==> src/rtl/flag_status_register.sv <==
// Captures ALU result/flags, accumulates sticky flags and saturating event
// counters, evaluates condition codes and serves counter snapshots by handshake.
module flag_status_register (
    input  logic       clk,
    input  logic       rst_n,
    input  logic       in_valid,
    input  logic [7:0] resultado,
    input  logic [2:0] flags_in,
    input  logic [2:0] operacao,
    input  logic       clear_sticky,
    input  logic [2:0] cond_sel,
    input  logic       rd_req,
    input  logic [1:0] rd_sel,
    output logic       in_ready,
    output logic [7:0] res_q,
    output logic [2:0] flags_q,
    output logic [2:0] sticky_q,
    output logic       cond_true,
    output logic       rd_valid,
    output logic [7:0] rd_data
);

    localparam int unsigned DATA_W = 8;
    localparam int unsigned FLAG_W = 3;
    localparam int unsigned CNT_W  = 8;
    localparam logic [2:0]  OP_ADD = 3'b100;
    localparam logic [2:0]  OP_SUB = 3'b101;

    typedef enum logic [1:0] {
        IDLE   = 2'd0,
        UPDATE = 2'd1,
        READ   = 2'd2
    } state_t;

    state_t state;
    state_t next_state;
    logic   capture;
    logic   update;
    logic   load_rd;

    logic [FLAG_W-1:0] flags_masked;
    logic [CNT_W-1:0]  cnt_z;
    logic [CNT_W-1:0]  cnt_c;
    logic [CNT_W-1:0]  cnt_v;
    logic [CNT_W-1:0]  cnt_op;
    logic [CNT_W-1:0]  cnt_sel;

    // Saturating increment: holds at all-ones instead of wrapping
    function automatic logic [CNT_W-1:0] sat_inc(input logic [CNT_W-1:0] v, input logic en);
        return (en && (v != {CNT_W{1'b1}})) ? v + CNT_W'(1) : v;
    endfunction

    always_ff @(posedge clk or negedge rst_n) begin
        if (!rst_n) begin
            state <= IDLE;
        end else begin
            state <= next_state;
        end
    end

    // Capture has priority over a pending readback request in IDLE
    always_comb begin
        next_state = state;
        capture    = 1'b0;
        update     = 1'b0;
        load_rd    = 1'b0;
        case (state)
            IDLE: begin
                if (in_valid) begin
                    capture    = 1'b1;
                    next_state = UPDATE;
                end else if (rd_req) begin
                    load_rd    = 1'b1;
                    next_state = READ;
                end
            end
            UPDATE: begin
                update     = 1'b1;
                next_state = IDLE;
            end
            READ: begin
                if (!rd_req) begin
                    next_state = IDLE;
                end
            end
            default: next_state = IDLE;
        endcase
    end

    assign in_ready = (state == IDLE);

    // Only ADD/SUB produce meaningful V and C; Zero always passes through
    assign flags_masked = ((operacao == OP_ADD) || (operacao == OP_SUB)) ?
                          flags_in : {2'b00, flags_in[0]};

    always_ff @(posedge clk or negedge rst_n) begin
        if (!rst_n) begin
            res_q   <= '0;
            flags_q <= '0;
        end else if (capture) begin
            res_q   <= DATA_W'(resultado);
            flags_q <= flags_masked;
        end
    end

    // Clear wins over a same-cycle UPDATE increment
    always_ff @(posedge clk or negedge rst_n) begin
        if (!rst_n) begin
            sticky_q <= '0;
            cnt_z    <= '0;
            cnt_c    <= '0;
            cnt_v    <= '0;
            cnt_op   <= '0;
        end else if (clear_sticky) begin
            sticky_q <= '0;
            cnt_z    <= '0;
            cnt_c    <= '0;
            cnt_v    <= '0;
            cnt_op   <= '0;
        end else if (update) begin
            sticky_q <= sticky_q | flags_q;
            cnt_z    <= sat_inc(cnt_z, flags_q[0]);
            cnt_c    <= sat_inc(cnt_c, flags_q[1]);
            cnt_v    <= sat_inc(cnt_v, flags_q[2]);
            cnt_op   <= sat_inc(cnt_op, 1'b1);
        end
    end

    always_comb begin
        cnt_sel = cnt_z;
        case (rd_sel)
            2'b00:   cnt_sel = cnt_z;
            2'b01:   cnt_sel = cnt_c;
            2'b10:   cnt_sel = cnt_v;
            2'b11:   cnt_sel = cnt_op;
            default: cnt_sel = cnt_z;
        endcase
    end

    // Snapshot taken on entry to READ so later clears cannot disturb it
    always_ff @(posedge clk or negedge rst_n) begin
        if (!rst_n) begin
            rd_data  <= '0;
            rd_valid <= 1'b0;
        end else begin
            if (load_rd) begin
                rd_data <= cnt_sel;
            end
            rd_valid <= (next_state == READ);
        end
    end

    always_comb begin
        cond_true = 1'b0;
        case (cond_sel)
            3'b000:  cond_true = 1'b1;
            3'b001:  cond_true = flags_q[0];
            3'b010:  cond_true = ~flags_q[0];
            3'b011:  cond_true = flags_q[1];
            3'b100:  cond_true = ~flags_q[1];
            3'b101:  cond_true = flags_q[2];
            3'b110:  cond_true = ~flags_q[2];
            3'b111:  cond_true = 1'b0;
            default: cond_true = 1'b0;
        endcase
    end

endmodule

==> config.mk <==
export PLATFORM = sky130hd
export DESIGN_NAME = flag_status_register
export DESIGN_NICKNAME = d
export VERILOG_FILES = /design/src/rtl/flag_status_register.sv
export SDC_FILE = /design/constraint.sdc
export NUM_CORES = 1
export LEC_CHECK = 0
export BUFFER_PORTS_ARGS = -buffer_cell sky130_fd_sc_hd__buf_2
export CAP_MARGIN = 20
export CORE_ASPECT_RATIO = 1.75
export CORE_MARGIN = 5
export CORE_UTILIZATION = 49
export DETAILED_ROUTE_END_ITERATION = 8
export PLACE_DENSITY = 0.82
export SETUP_SLACK_MARGIN = 0.4
export SLEW_MARGIN = 30
export SYNTH_ARGS = -nofsm -noshare
export SYNTH_HDL_FRONTEND = slang
export SYNTH_SLANG_ARGS = --single-unit
==> constraint.sdc <==
create_clock -name clk -period 2.5 [get_ports clk]
set_input_delay 0.25 -clock clk [delete_from_list [all_inputs] [get_ports clk]]
set_output_delay 0.25 -clock clk [all_outputs]
set_load 0.01 [all_outputs]
# After elaboration in Yosys (flattened, before gate mapping)
# Index checks and enable logic that the tools add are counted.
[word_totals] register_bits=57 inputBits=24 wordCells=80
[op_classes] add_sub_neg=4 eq_ne=19 n_mux=27 n_bitwise=4 reduce_logical=16
[ops] op="2-to-1 mux 8 bit" n=12
[ops] op="adder 8 x 1 -> 8 bit (second input constant)" n=4
[ops] op="inequality test 8 bit (second input constant)" n=4
[ops] op="case mux 8 bit (4 select lines)" n=1
[ops] op="equality test 3 bit (second input constant)" n=6
[ops] op="nonzero test 2 bit" n=5
[ops] op="2-to-1 mux 3 bit" n=3
[ops] op="equality test 2 bit (second input constant)" n=4
[ops] op="case mux 1 bit (8 select lines)" n=1
[ops] op="AND reduction 2 bit" n=4
[ops] op="equality test 3 x 2 -> 1 bit (second input constant)" n=2
[ops] op="2-to-1 mux 1 bit" n=6
[ops] op="2-to-1 mux 2 bit" n=3
[ops] op="equality test 2 x 1 -> 1 bit (second input constant)" n=2
[ops] op="logical NOT 2 bit" n=2
[ops] op="case mux 2 bit (2 select lines)" n=1
[ops] op="equality test 3 x 1 -> 1 bit (second input constant)" n=1
[ops] op="logical AND 1 bit" n=3
[ops] op="logical NOT 3 bit" n=1
[ops] op="NOT 1 bit" n=3
[ops] op="bitwise OR 3 bit" n=1
[ops] op="logical OR 1 bit" n=1

# Logic depth before layout (Yosys ltp)
# Gate-level depths: netlist of run 1.
[logic_depth] word_depth=5 depth_mapped=7

# Least setup slack after synthesis of run 1
# No wires, ideal clock.
[synth_path] kind="register to register" start="register state[0]" end="register res_q[3]" setup_ns=0.125 arrival_time_ns=1.572 required_time_ns=2.375 path_slack_ns=0.803 path_stages_with_launch=7 n_path_buf=3 cell_sequence="dfrtp_1 -> buf_6 -> nor2_1 -> and2_1 -> clkbuf_1 -> buf_2 -> mux2_2"
[synth_between] elab_chain_len=2
[synth_lines] element="start: declaration" line_no="35" source="state_t state;"
[synth_lines] element="start signal: assignment" line_no="57" source="state <= next_state;"
[synth_lines] element="logical NOT 2 bit"
[synth_lines] element="via in_ready" line_no="14" source="output logic in_ready,"
[synth_lines] element="2-to-1 mux 1 bit" line_no="67" source="case (state)"
[synth_lines] element="end signal: assignment" line_no="101" source="res_q <= DATA_W'(resultado);"
[synth_lines] element="end: declaration" line_no="15" source="output logic [7:0] res_q,"
# The timed path passes the listed nets, and every way through them passes these cells.
# A chain may end at the register's enable or synchronous reset.

# Worst setup path in the final report of run 1
[layout_path] start="register state[0]" end="register cnt_v[5]"
[layout_between] elab_chain_len=4
[layout_lines] element="equality test 2 x 1 -> 1 bit" line_no="67"
[layout_lines] element="2-to-1 mux 1 bit" line_no="67"
[layout_lines] element="nonzero test 2 bit (no line)"
[layout_lines] element="AND reduction 2 bit (no line)"
[layout_lines] element="end signal: assignment" line_no="124" source="cnt_v <= sat_inc(cnt_v, flags_q[2]);"
[layout_lines] element="end: declaration" line_no="44" source="logic [CNT_W-1:0] cnt_v;"
# Every way passes these cells.

==> reports/results.txt, run 1 <==
Post-Syn Instances - 269
Layout area overhead - 16.2%
Number of global-route vias before repair - 2406
Die Span Y - 112 um
Clock latency on the worst-skew pair - 340 ps
Synth Area in Compound Gates - 0.0809
Commonest cells in the netlist - 57 x dfrtp_1, 35 x nor2_1, 18 x mux2_2, 13 x nand3_1
Post-synthesis simple-gate area fraction - 0.200
Synth Area in Adders - 0.0170
Final GP Congestion - 0.879
Drt via density - 5.66
Final hold vios - 0
Startpoint types - flip-flop
Die area - 7710 um2
Largest net degree at the start of global routing - 36
Clk network pwr share - 0.375
WHS - 132 ps
Synth area leader - dfrtp_1
Gate power share - 0.121
Routed len/inst - 15.7 um
Clk pin slew, worst setup/hold paths - 60 ps
Overflow after GRT - 0
M1 WL - 2.39 mm
Status - completed
Syn Area/Cell - 10.9 um2
Post-CTS sizing - 0
Power Total - 2.02 mW
Top_reg_cell synth - dfrtp_1
Syn Std Cell Area - 2940 um2
Hold Startpoint - in_valid
Post-route DRC - 0
Initial antenna violation count - 0
Fmax - 530 MHz
Final #Nets - 348
CTS tree - done
Worst Setup End Kind - flip-flop
# IOs - 49
Count leader, synth - dfrtp_1
DRT iter0 DRCs - 163
Critical Path AT - 2140 ps
First-pass GRT wire length - 10.6 mm
ANT cells - 0
Slew headroom - 0.553
Reg2Reg Setup Slack - 610 ps
Area fraction of the dominant cell type after synthesis - 0.485
Area contributors post-synth - dfrtp_1 49%, mux2_2 6.9%, mux4_2 6.1%
Sequential share of the synthesized area - 0.485
Worst clock skew - 8.53 ps
Final min period - 1890 ps
Vias after detailed routing - 2281
MaxCap Viol Count - 0
Worst Hold Path Cells - 2
Highest routed layer - met4
Multiplexer share of the synthesized area - 0.168
HP Class - in -> reg
Count of cell types in the netlist - 44
WHS Endpoint - rd_valid
Met2 WL - 3.26 mm
Internal - 1.50 mW
Peak supply drop - 0.391 mV
Routed wl met3 - 328 um
Floorplan die width - 68.6 um
Sequential power share - 0.504
FF-to-FF End - cnt_v[5]
Tot GR Track Use - 0.183
Power Dens Cells - 592 nW/um2
Final period utilization - 0.755
Async S/R FF share, synth - 1.00
PortBufs - 47
DP HPWL - 4.76 mm
Post-synth EDFFs - 0
Leak - 1.58 nW
Unrepaired setup endpoints after global routing - false
CORE AREA - 5880 um2
Worst Tran Pin Value - 671 ps
DRT antenna net count - 0
Total Wirelength - 6.33 mm
Largest family of logic cells by synthesized area - simple AND/OR/NAND/NOR gates
# setup viols final - 0
Req. time, crit path - 2750 ps
Num CTS Buffers - 9
Crit path max fanout - 10
H-tree depth - 3
#FFs+latches synth - 57
Fin. max-slew vios - 0
# clock sinks - 57
First-pass DRT Iterations - 4
RR Startpoint - state[0]
Clock root cell - clkbuf_8
Starting Density - 0.500
Yosys warnings - 0
Net switching share of the total power - 0.258
FP Rows - 37
Psw - 0.523 mW
Worst reg2reg path depth - 4
Post-synth net total - 297
Setup TNS - 0 ps
Critical path class - reg -> reg
Post-Synth XOR/XNOR Area - 0.0179
Longest Clk Path Bufs - 2
Fraction of layout instances using a drive strength above 1 - 0.289
==> area by class of cell <==
type                            instances  area (um2)
Clock inverter                          2        12.5
Fill cell                             522        2460
Sequential cell                        57        1430
Tap cell                               78        97.6
Clock buffer                           14         163
Inverter                                7        26.3
Multi-Input combinational cell        194        1420
Timing Repair Buffer                   51         268
==> power by group through the flow <==
stage | combinational, mW | sequential (mW) | clock [mW]
2_1_floorplan | 0.132 | 1.04 | 0
6_report | 0.245 | 1.02 | 0.758
3_3_place_gp | 0.240 | 1.03 | 0
3_5_place_dp | 0.249 | 1.04 | 0
5_1_grt | 0.269 | 1.03 | 0.816
4_1_cts | 0.250 | 1.02 | 0.784
==> what timing repair did <==
action / CTS / global route
hold buffers: 1 / 0
buffers inserted: 0 / 0
endpoints found under the hold margin: 27 / 0
endpoints found under the setup margin: 0 / 0
==> per-layer routing <==
layer	global-route usage	vias up
met3	0.0430	29
met2	0.294	72
met5	0	-
met1	0.196	1087
li1	-	1093
met4	0.147	0
==> layout by cell type (no fill, tap or decap), types with 2 or more instances in the layout <==
| cell | count |
|---|---|
| a211oi_1 | 4 |
| nand2_1 | 11 |
| buf_4 | 3 |
| o2111ai_1 | 2 |
| inv_1 | 7 |
| and2_1 | 3 |
| clkbuf_8 | 11 |
| buf_2 | 47 |
| nor3_1 | 12 |
| nand2b_1 | 2 |
| nand3b_1 | 3 |
| dfrtp_1 | 57 |
| o21ai_0 | 10 |
| mux2i_1 | 11 |
| xor2_1 | 6 |
| a21oi_1 | 12 |
| and3b_1 | 3 |
| nor4_1 | 5 |
| nor2b_1 | 4 |
| mux2_2 | 18 |
| or4_1 | 2 |
| nor2_1 | 35 |
| nand3_1 | 13 |
| nand4_1 | 6 |
| clkbuf_1 | 3 |
| o31ai_1 | 4 |
| ha_1 | 4 |
| mux4_2 | 8 |
==> kinds of logic (layout without fill, tap and decap cells) <==
family          count (synthesis)  count (layout)
compound gates                 38              38
xor+xnor                        6               6
fa+ha+maj                       4               4
buf+inv                        18              74
flops                          57              57
mux                            37              37
simple gates                  109             109
==> flip-flops by register name, indices dropped and copies added (netlist names) <==
signal and count:
cnt_c 8, cnt_op 8, cnt_v 8, cnt_z 8
flags_q 3, rd_data 8, rd_valid 1, res_q 8
state 2, sticky_q 3
==> through the flow <==
stage               area, um2   util  instances  setup slack (ps)
floorplan                2940      -        269               803
global placement         3230  0.549        386               658
detailed placement       3230  0.549        386               616
CTS                      3420  0.581        403               597
global route             3420  0.581        403               498
finish                   3420  0.581        403               613
==> worst max-delay path by stage <==
stage,start,endpoint,cells past startpoint
global placement,cnt_op[0],cnt_op[6],5
global route,state[0],cnt_v[5],4
CTS,state[0],cnt_v[5],4
finish,state[0],cnt_v[5],4
floorplan,state[0],res_q[3],6
detailed placement,state[0],cnt_v[5],4
==> critical path, cell delays in order, from the launching register on <==
cell	delay, ps
dfrtp_1	550
and3b_1	400
nand4_4	170
or4_1	520
a21oi_1	160
Note: power is estimated with default switching activity, not from simulation.
==> run 2, diff against run 1 <==
--- a/config.mk
+++ b/config.mk
@@ -5,13 +5,14 @@
 export SDC_FILE = /design/constraint.sdc
 export NUM_CORES = 1
 export LEC_CHECK = 0
+export ABC_AREA = 1
 export BUFFER_PORTS_ARGS = -buffer_cell sky130_fd_sc_hd__buf_2
 export CAP_MARGIN = 20
 export CORE_ASPECT_RATIO = 1.75
 export CORE_MARGIN = 5
 export CORE_UTILIZATION = 49
 export DETAILED_ROUTE_END_ITERATION = 8
-export PLACE_DENSITY = 0.82
+export PLACE_DENSITY = 0.84
 export SETUP_SLACK_MARGIN = 0.4
 export SLEW_MARGIN = 30
 export SYNTH_ARGS = -nofsm -noshare
==> constraint.sdc (replaced) <==
create_clock -name clk -period 1.7 [get_ports clk]
set_input_delay 0.17 -clock clk [delete_from_list [all_inputs] [get_ports clk]]
set_output_delay 0.17 -clock clk [all_outputs]
set_load 0.01 [all_outputs]
==> run 2 against run 1 <==
  * Sequential share of layout area is 7.4 points lower
  * Largest cell class is now multi-input combinational cells
  * Critical path type unchanged
  * Count of clock-buffer cells in the layout is 1 higher
  * Cell count increased by 49%
  * Critical endpoint is now cnt_v[4]
==> reports/results.txt, run 2 <==
CTS tree - done
Count leader, synth - nand2_1
FP Rows - 38
Count of cell types in the netlist - 28
Slew headroom - 0.673
Num CTS Buffers - 9
Final #Nets - 542
Reg area - 1430 um2
Fin. max-slew vios - 0
Die area - 8220 um2
Top_reg_cell synth - dfrtp_1
Post-route DRC - 0
Longest Clk Path Bufs - 2
Largest net degree at the start of global routing - 21
Starting Density - 0.508
Fmax - 718 MHz
Clk pin slew, worst setup/hold paths - 70 ps
Routed len/inst - 14.5 um
# setup viols final - 0
HP Class - in -> reg
Unrepaired setup endpoints after global routing - true
Worst Tran Pin Value - 490 ps
Yosys warnings - 0
Clock root cell - clkbuf_8
Worst clock skew - 5.75 ps
MaxCap Viol Count - 0
Critical path class - reg -> reg
Critical Path AT - 1670 ps
Syn Area/Cell - 7.37 um2
Overflow after GRT - 0
Total Wirelength - 8.71 mm
Filler cells - 471
PortBufs - 47
Status - completed
Max stage delay on crit path - 420 ps
First-pass DRT Iterations - 5
Power Dens Cells - 816 nW/um2
ANT cells - 0
# clock sinks - 57
Sequential share of the synthesized area - 0.451
Tot GR Track Use - 0.211
Post-Syn Instances - 429
Final hold vios - 0
Crit path max-delay cell type - dfrtp_1
Area contributors post-synth - dfrtp_1 45%, nand2_1 17%, nor2_1 5.2%
Die Span Y - 116 um
First-pass GRT wire length - 13.7 mm
DP HPWL - 5.91 mm
#FFs+latches synth - 57
Worst reg2reg path depth - 8
Syn Std Cell Area - 3160 um2
Clock latency on the worst-skew pair - 350 ps
Worst Setup End Kind - flip-flop
H-tree depth - 3
Leak - 2.08 nW
DRT iter0 DRCs - 321
Number of global-route vias before repair - 3157
Commonest cells after routing, fill and taps aside - 131 x nand2_1, 54 x dfrtp_1, 47 x buf_2
Async S/R FF share, synth - 1.00
Final min period - 1390 ps
Final period utilization - 0.819
Most common cell after layout, fill and taps aside - nand2_1
Synth area leader - dfrtp_1
Worst-path cell chain - ha_4 > nand2_4 > buf_4 > o21ai_0 > nand2_1 > nor2_1 > nand2_2 > o21ai_1
Final GP Congestion - 0.929
Layout area overhead - 31.5%
Crit path max fanout - 2
Startpoint types - flip-flop
Area fraction of the dominant cell type after synthesis - 0.451
Post-synth net total - 457
# IOs - 49
Commonest cells in the netlist - 147 x nand2_1, 57 x dfrtp_1, 44 x nor2_1, 40 x inv_1, 31 x nand3_1
DRT antenna net count - 0
Post-synth EDFFs - 0
Vias after detailed routing - 3228
Worst Hold Path Cells - 2
Final Util - 0.667
Req. time, crit path - 1980 ps
CORE AREA - 6230 um2
Fraction of layout instances using a drive strength above 1 - 0.333
Initial antenna violation count - 0
Floorplan die width - 70.7 um
Drt via density - 5.39
Setup TNS - 0 ps
Area of the multi-input gates - 1750 um2
Peak supply drop - 0.592 mV
[run 2: changes by cell type after synthesis, moves of 6 or more]
| cell | previous run | this run |
|---|---|---|
| inv_2 | 0 | 7 |
| mux2i_1 | 11 | 0 |
| nand2_2 | 0 | 12 |
| nand2_1 | 11 | 147 |
| nand3_1 | 13 | 31 |
| mux2_2 | 18 | 0 |
| o21ai_1 | 0 | 9 |
| mux4_2 | 8 | 0 |
| nor2_2 | 0 | 8 |
| inv_1 | 7 | 40 |
| o21ai_0 | 10 | 16 |
| nor3_1 | 12 | 4 |
| nor2_1 | 35 | 44 |
[run 2: layout make-up]
cell class                      instances  area share
Clock buffer                           15      0.0497
Clock inverter                          1     0.00120
Inverter                               47      0.0455
Multi-Input combinational cell        322       0.421
Sequential cell                        57       0.344
Tap cell                               80      0.0241
Timing Repair Buffer                   77       0.114
[run 2: metal layers]
layer,up-vias,track usage,share of wire,wire length (um)
met2,143,0.373,0.53,4600
li1,1534,-,-,-
met1,1506,0.211,0.36,3110
met5,-,0,0,0
met3,45,0.0594,0.066,574
met4,0,0.148,0.048,420
[run 2: metrics by stage]
stage                     hold WS, ps  total power, mW  std cells  worst slack, ps  cell area (um2)
after detailed placement          167             1.99        557              300             3520
after floorplan                  -126             1.78        429              483             3160
after global placement            160             1.97        557              339             3520
after CTS                        5.02             3.33        586              316             3890
after global routing             16.9             3.54        599              209             4160
final                            18.3             3.39        599              308             4160
[run 2: cell families after synthesis]
group,after synthesis,synth area share
AND/OR/NAND/NOR,265,0.373
adder cells (fa/ha/maj),4,0.0158
AO/OA/AOI/OAI,46,0.0819
XOR/XNOR,6,0.0166
flip-flops,57,0.451
buffers and inverters,51,0.0613
[run 2: final timing paths]
path                       startpoint          to  slack (ps)
setup reg to reg             cnt_v[1]    cnt_v[4]         310
hold reg to reg              res_q[3]    res_q[3]         470
hold / removal               in_valid    rd_valid          20
min in group asynchronous       rst_n    cnt_c[7]         310
setup / recovery             cnt_v[1]    cnt_v[4]         310
max in group asynchronous       rst_n  rd_data[3]         770
[run 2: critical path: cells and delay by family, from the launching register on]
family,cells,cell delay [ps]
buffers and inverters,1,160
adder cells (fa/ha/maj),1,180
flip-flops,1,420
AND/OR/NAND/NOR,4,310
AO/OA/AOI/OAI,2,250
[run 2: what timing repair did]
action | 4_1_cts | 5_1_grt
endpoints found under the setup margin | 33 | 45
cloned | 0 | 2
hold buffers | 1 | 0
resized for setup | 14 | 54
endpoints found under the hold margin | 17 | 0
pin swaps | 7 | 23
setup buffers | 12 | 11
[run 2: power by group]
| part | internal, mW | switching, mW | leakage (nW) |
|---|---|---|---|
| combinational | 0.225 | 0.338 | 1.21 |
| clock | 0.766 | 0.548 | 0.112 |
| sequential | 1.45 | 0.0690 | 0.765 |
==> run 3, diff against run 2 <==
==> constraint.sdc (replaced) <==
create_clock -name clk -period 1.1 [get_ports clk]
set_input_delay 0.11 -clock clk [delete_from_list [all_inputs] [get_ports clk]]
set_output_delay 0.11 -clock clk [all_outputs]
set_load 0.01 [all_outputs]
==> run 3 against run 2 <==
  * Sequential cell count did not move
  * Clock skew is 8.7 ps higher
  * The run now ends with setup timing left
  * Sequential share of layout area is 6.0 points lower
  * First-iteration DRC count is 18% higher
  * Critical path depth unchanged
  * Largest power group unchanged
  * Critical path type unchanged
==> reports/results.txt, run 3 (same netlist as run 2, synthesis figures left out) <==
Number of global-route vias before repair - 3831
Worst-path cell chain - ha_2 > nand2_4 > buf_4 > nor2_2 > nand2_1 > nand2_1 > nand4_1 > nand2_1
Slew headroom - 0.776
Longest Clk Path Bufs - 2
Max stage delay on crit path - 370 ps
Failing checks - setup timing
Post-DP Area - 4030 um2
Buffers & Inverters on Critical Path - 1
Final hold vios - 0
Initial antenna violation count - 0
Critical Path Source - cnt_c[0]
Reg2Reg Setup Slack - -330 ps
Fmax - 697 MHz
Final min period - 1430 ps
Post-route DRC - 0
Vias after detailed routing - 3777
# clock sinks - 57
Req. time, crit path - 1410 ps
Drt via density - 5.64
PortBufs - 47
Final Non-Filler Cells - 670
Final period utilization - 1.30
Commonest cells after routing, fill and taps aside - 112 x nand2_1, 73 x buf_4, 53 x dfrtp_1
Crit path max-delay family - simple AND/OR/NAND/NOR gates
Die area - 8220 um2
Final GP Congestion - 0.907
# IOs - 49
FP Rows - 38
Routed len/inst - 18.2 um
Leak - 2.53 nW
Worst Tran Pin Value - 335 ps
DP HPWL - 6.70 mm
Critical path class - reg -> reg
Most common cell after layout, fill and taps aside - nand2_1
Largest net degree at the start of global routing - 40
Fin. max-slew vios - 0
Status - finished with violations
Worst reg2reg path depth - 8
Fraction of layout instances using a drive strength above 1 - 0.469
Hold Startpoint - flags_in[1]
Worst Setup End Kind - flip-flop
Startpoint types - flip-flop
Worst Hold Path Cells - 3
CTS tree - done
Filler cells - 330
Layout area overhead - 59.4%
Floorplan die width - 70.7 um
Crit path max fanout - 3
Final Util - 0.809
Power Dens Cells - 1130 nW/um2
Tot GR Track Use - 0.270
Unrepaired setup endpoints after global routing - true
Dpl ws - -168 ps
Starting Density - 0.508
Crit path max-delay cell type - dfrtp_1
Die Span Y - 116 um
Final setup margin - -334 ps
Overflow after GRT - 0
Clock latency on the worst-skew pair - 370 ps
MaxCap Viol Count - 0
Final #Nets - 613
Worst clock skew - 14.5 ps
Most used cell, CP - nand2_1
HP Class - in -> reg
DRT iter0 DRCs - 379
Peak supply drop - 1.23 mV
FF-to-FF End - cnt_c[6]
DRT antenna net count - 0
WHS Endpoint - flags_q[1]
Dpl cells - 610
Clock root cell - clkbuf_8
H-tree depth - 3
Clk pin slew, worst setup/hold paths - 80 ps
First-pass GRT wire length - 17.2 mm
ANT cells - 0
CORE AREA - 6230 um2
Total Wirelength - 12.2 mm
Num CTS Buffers - 9
RR Startpoint - cnt_c[0]
Layout Cell Area excl Fill - 5040 um2
First-pass DRT Iterations - 5
Critical Path AT - 1740 ps
Setup TNS - -9770 ps
# setup viols final - 58
-- run 3: cell count changes in the layout (fill, tap and decap cells not counted), sizes merged --
cell         change
buf             +61
dlygate4sd3     +10
clkinv           +2
clkbuf           -1
inv              -1
-- run 3: worst max path at each step --
stage,end,cells past startpoint
2_1_floorplan,cnt_v[4],8
3_3_place_gp,cnt_z[7],6
3_5_place_dp,cnt_op[4],6
4_1_cts,cond_true,5
5_1_grt,cond_true,5
6_report,cnt_c[6],8
-- run 3: per-layer routing --
metal / routed length, um / track usage
met2: 6400 / 0.500
met1: 4000 / 0.254
met3: 835 / 0.0646
met4: 976 / 0.196
met5: 0 / 0
-- run 3: power breakdown --
part	total (mW)	internal (mW)	switching [mW]
clock	1.94	1.06	0.883
sequential	2.36	2.24	0.124
combinational	1.40	0.660	0.744
total	5.71	3.95	1.75
-- run 3: tightest hold or removal path, delay by kind of cell --
kind	cells	cell delay, ps
compound gates	1	70
buf+inv	1	100
simple gates	1	70
-- run 3: what timing repair did --
item,4_1_cts,5_1_grt
hold buffers,11,0
resized for setup,53,70
buffers inserted,20,12
pin swaps,21,30
endpoints found under the setup margin,82,82
gates cloned,1,0
hold endpoints to repair,68,0
-- run 3: through the flow --
step,power (mW),hold WS (ps)
3_3_place_gp,3.20,108
4_1_cts,5.36,25.4
5_1_grt,5.89,47.7
3_5_place_dp,3.24,111
2_1_floorplan,2.80,-186
6_report,5.71,31.0
-- run 3: area by class of cell --
cell class	count	area (um2)	area share
clock buffer	14	183	0.0363
clock inverter	2	10.0	0.00199
inverter	47	199	0.0395
multi-input combinational	322	1950	0.387
sequential	57	1430	0.284
tap	80	100	0.0199
timing repair buffer	148	1160	0.231
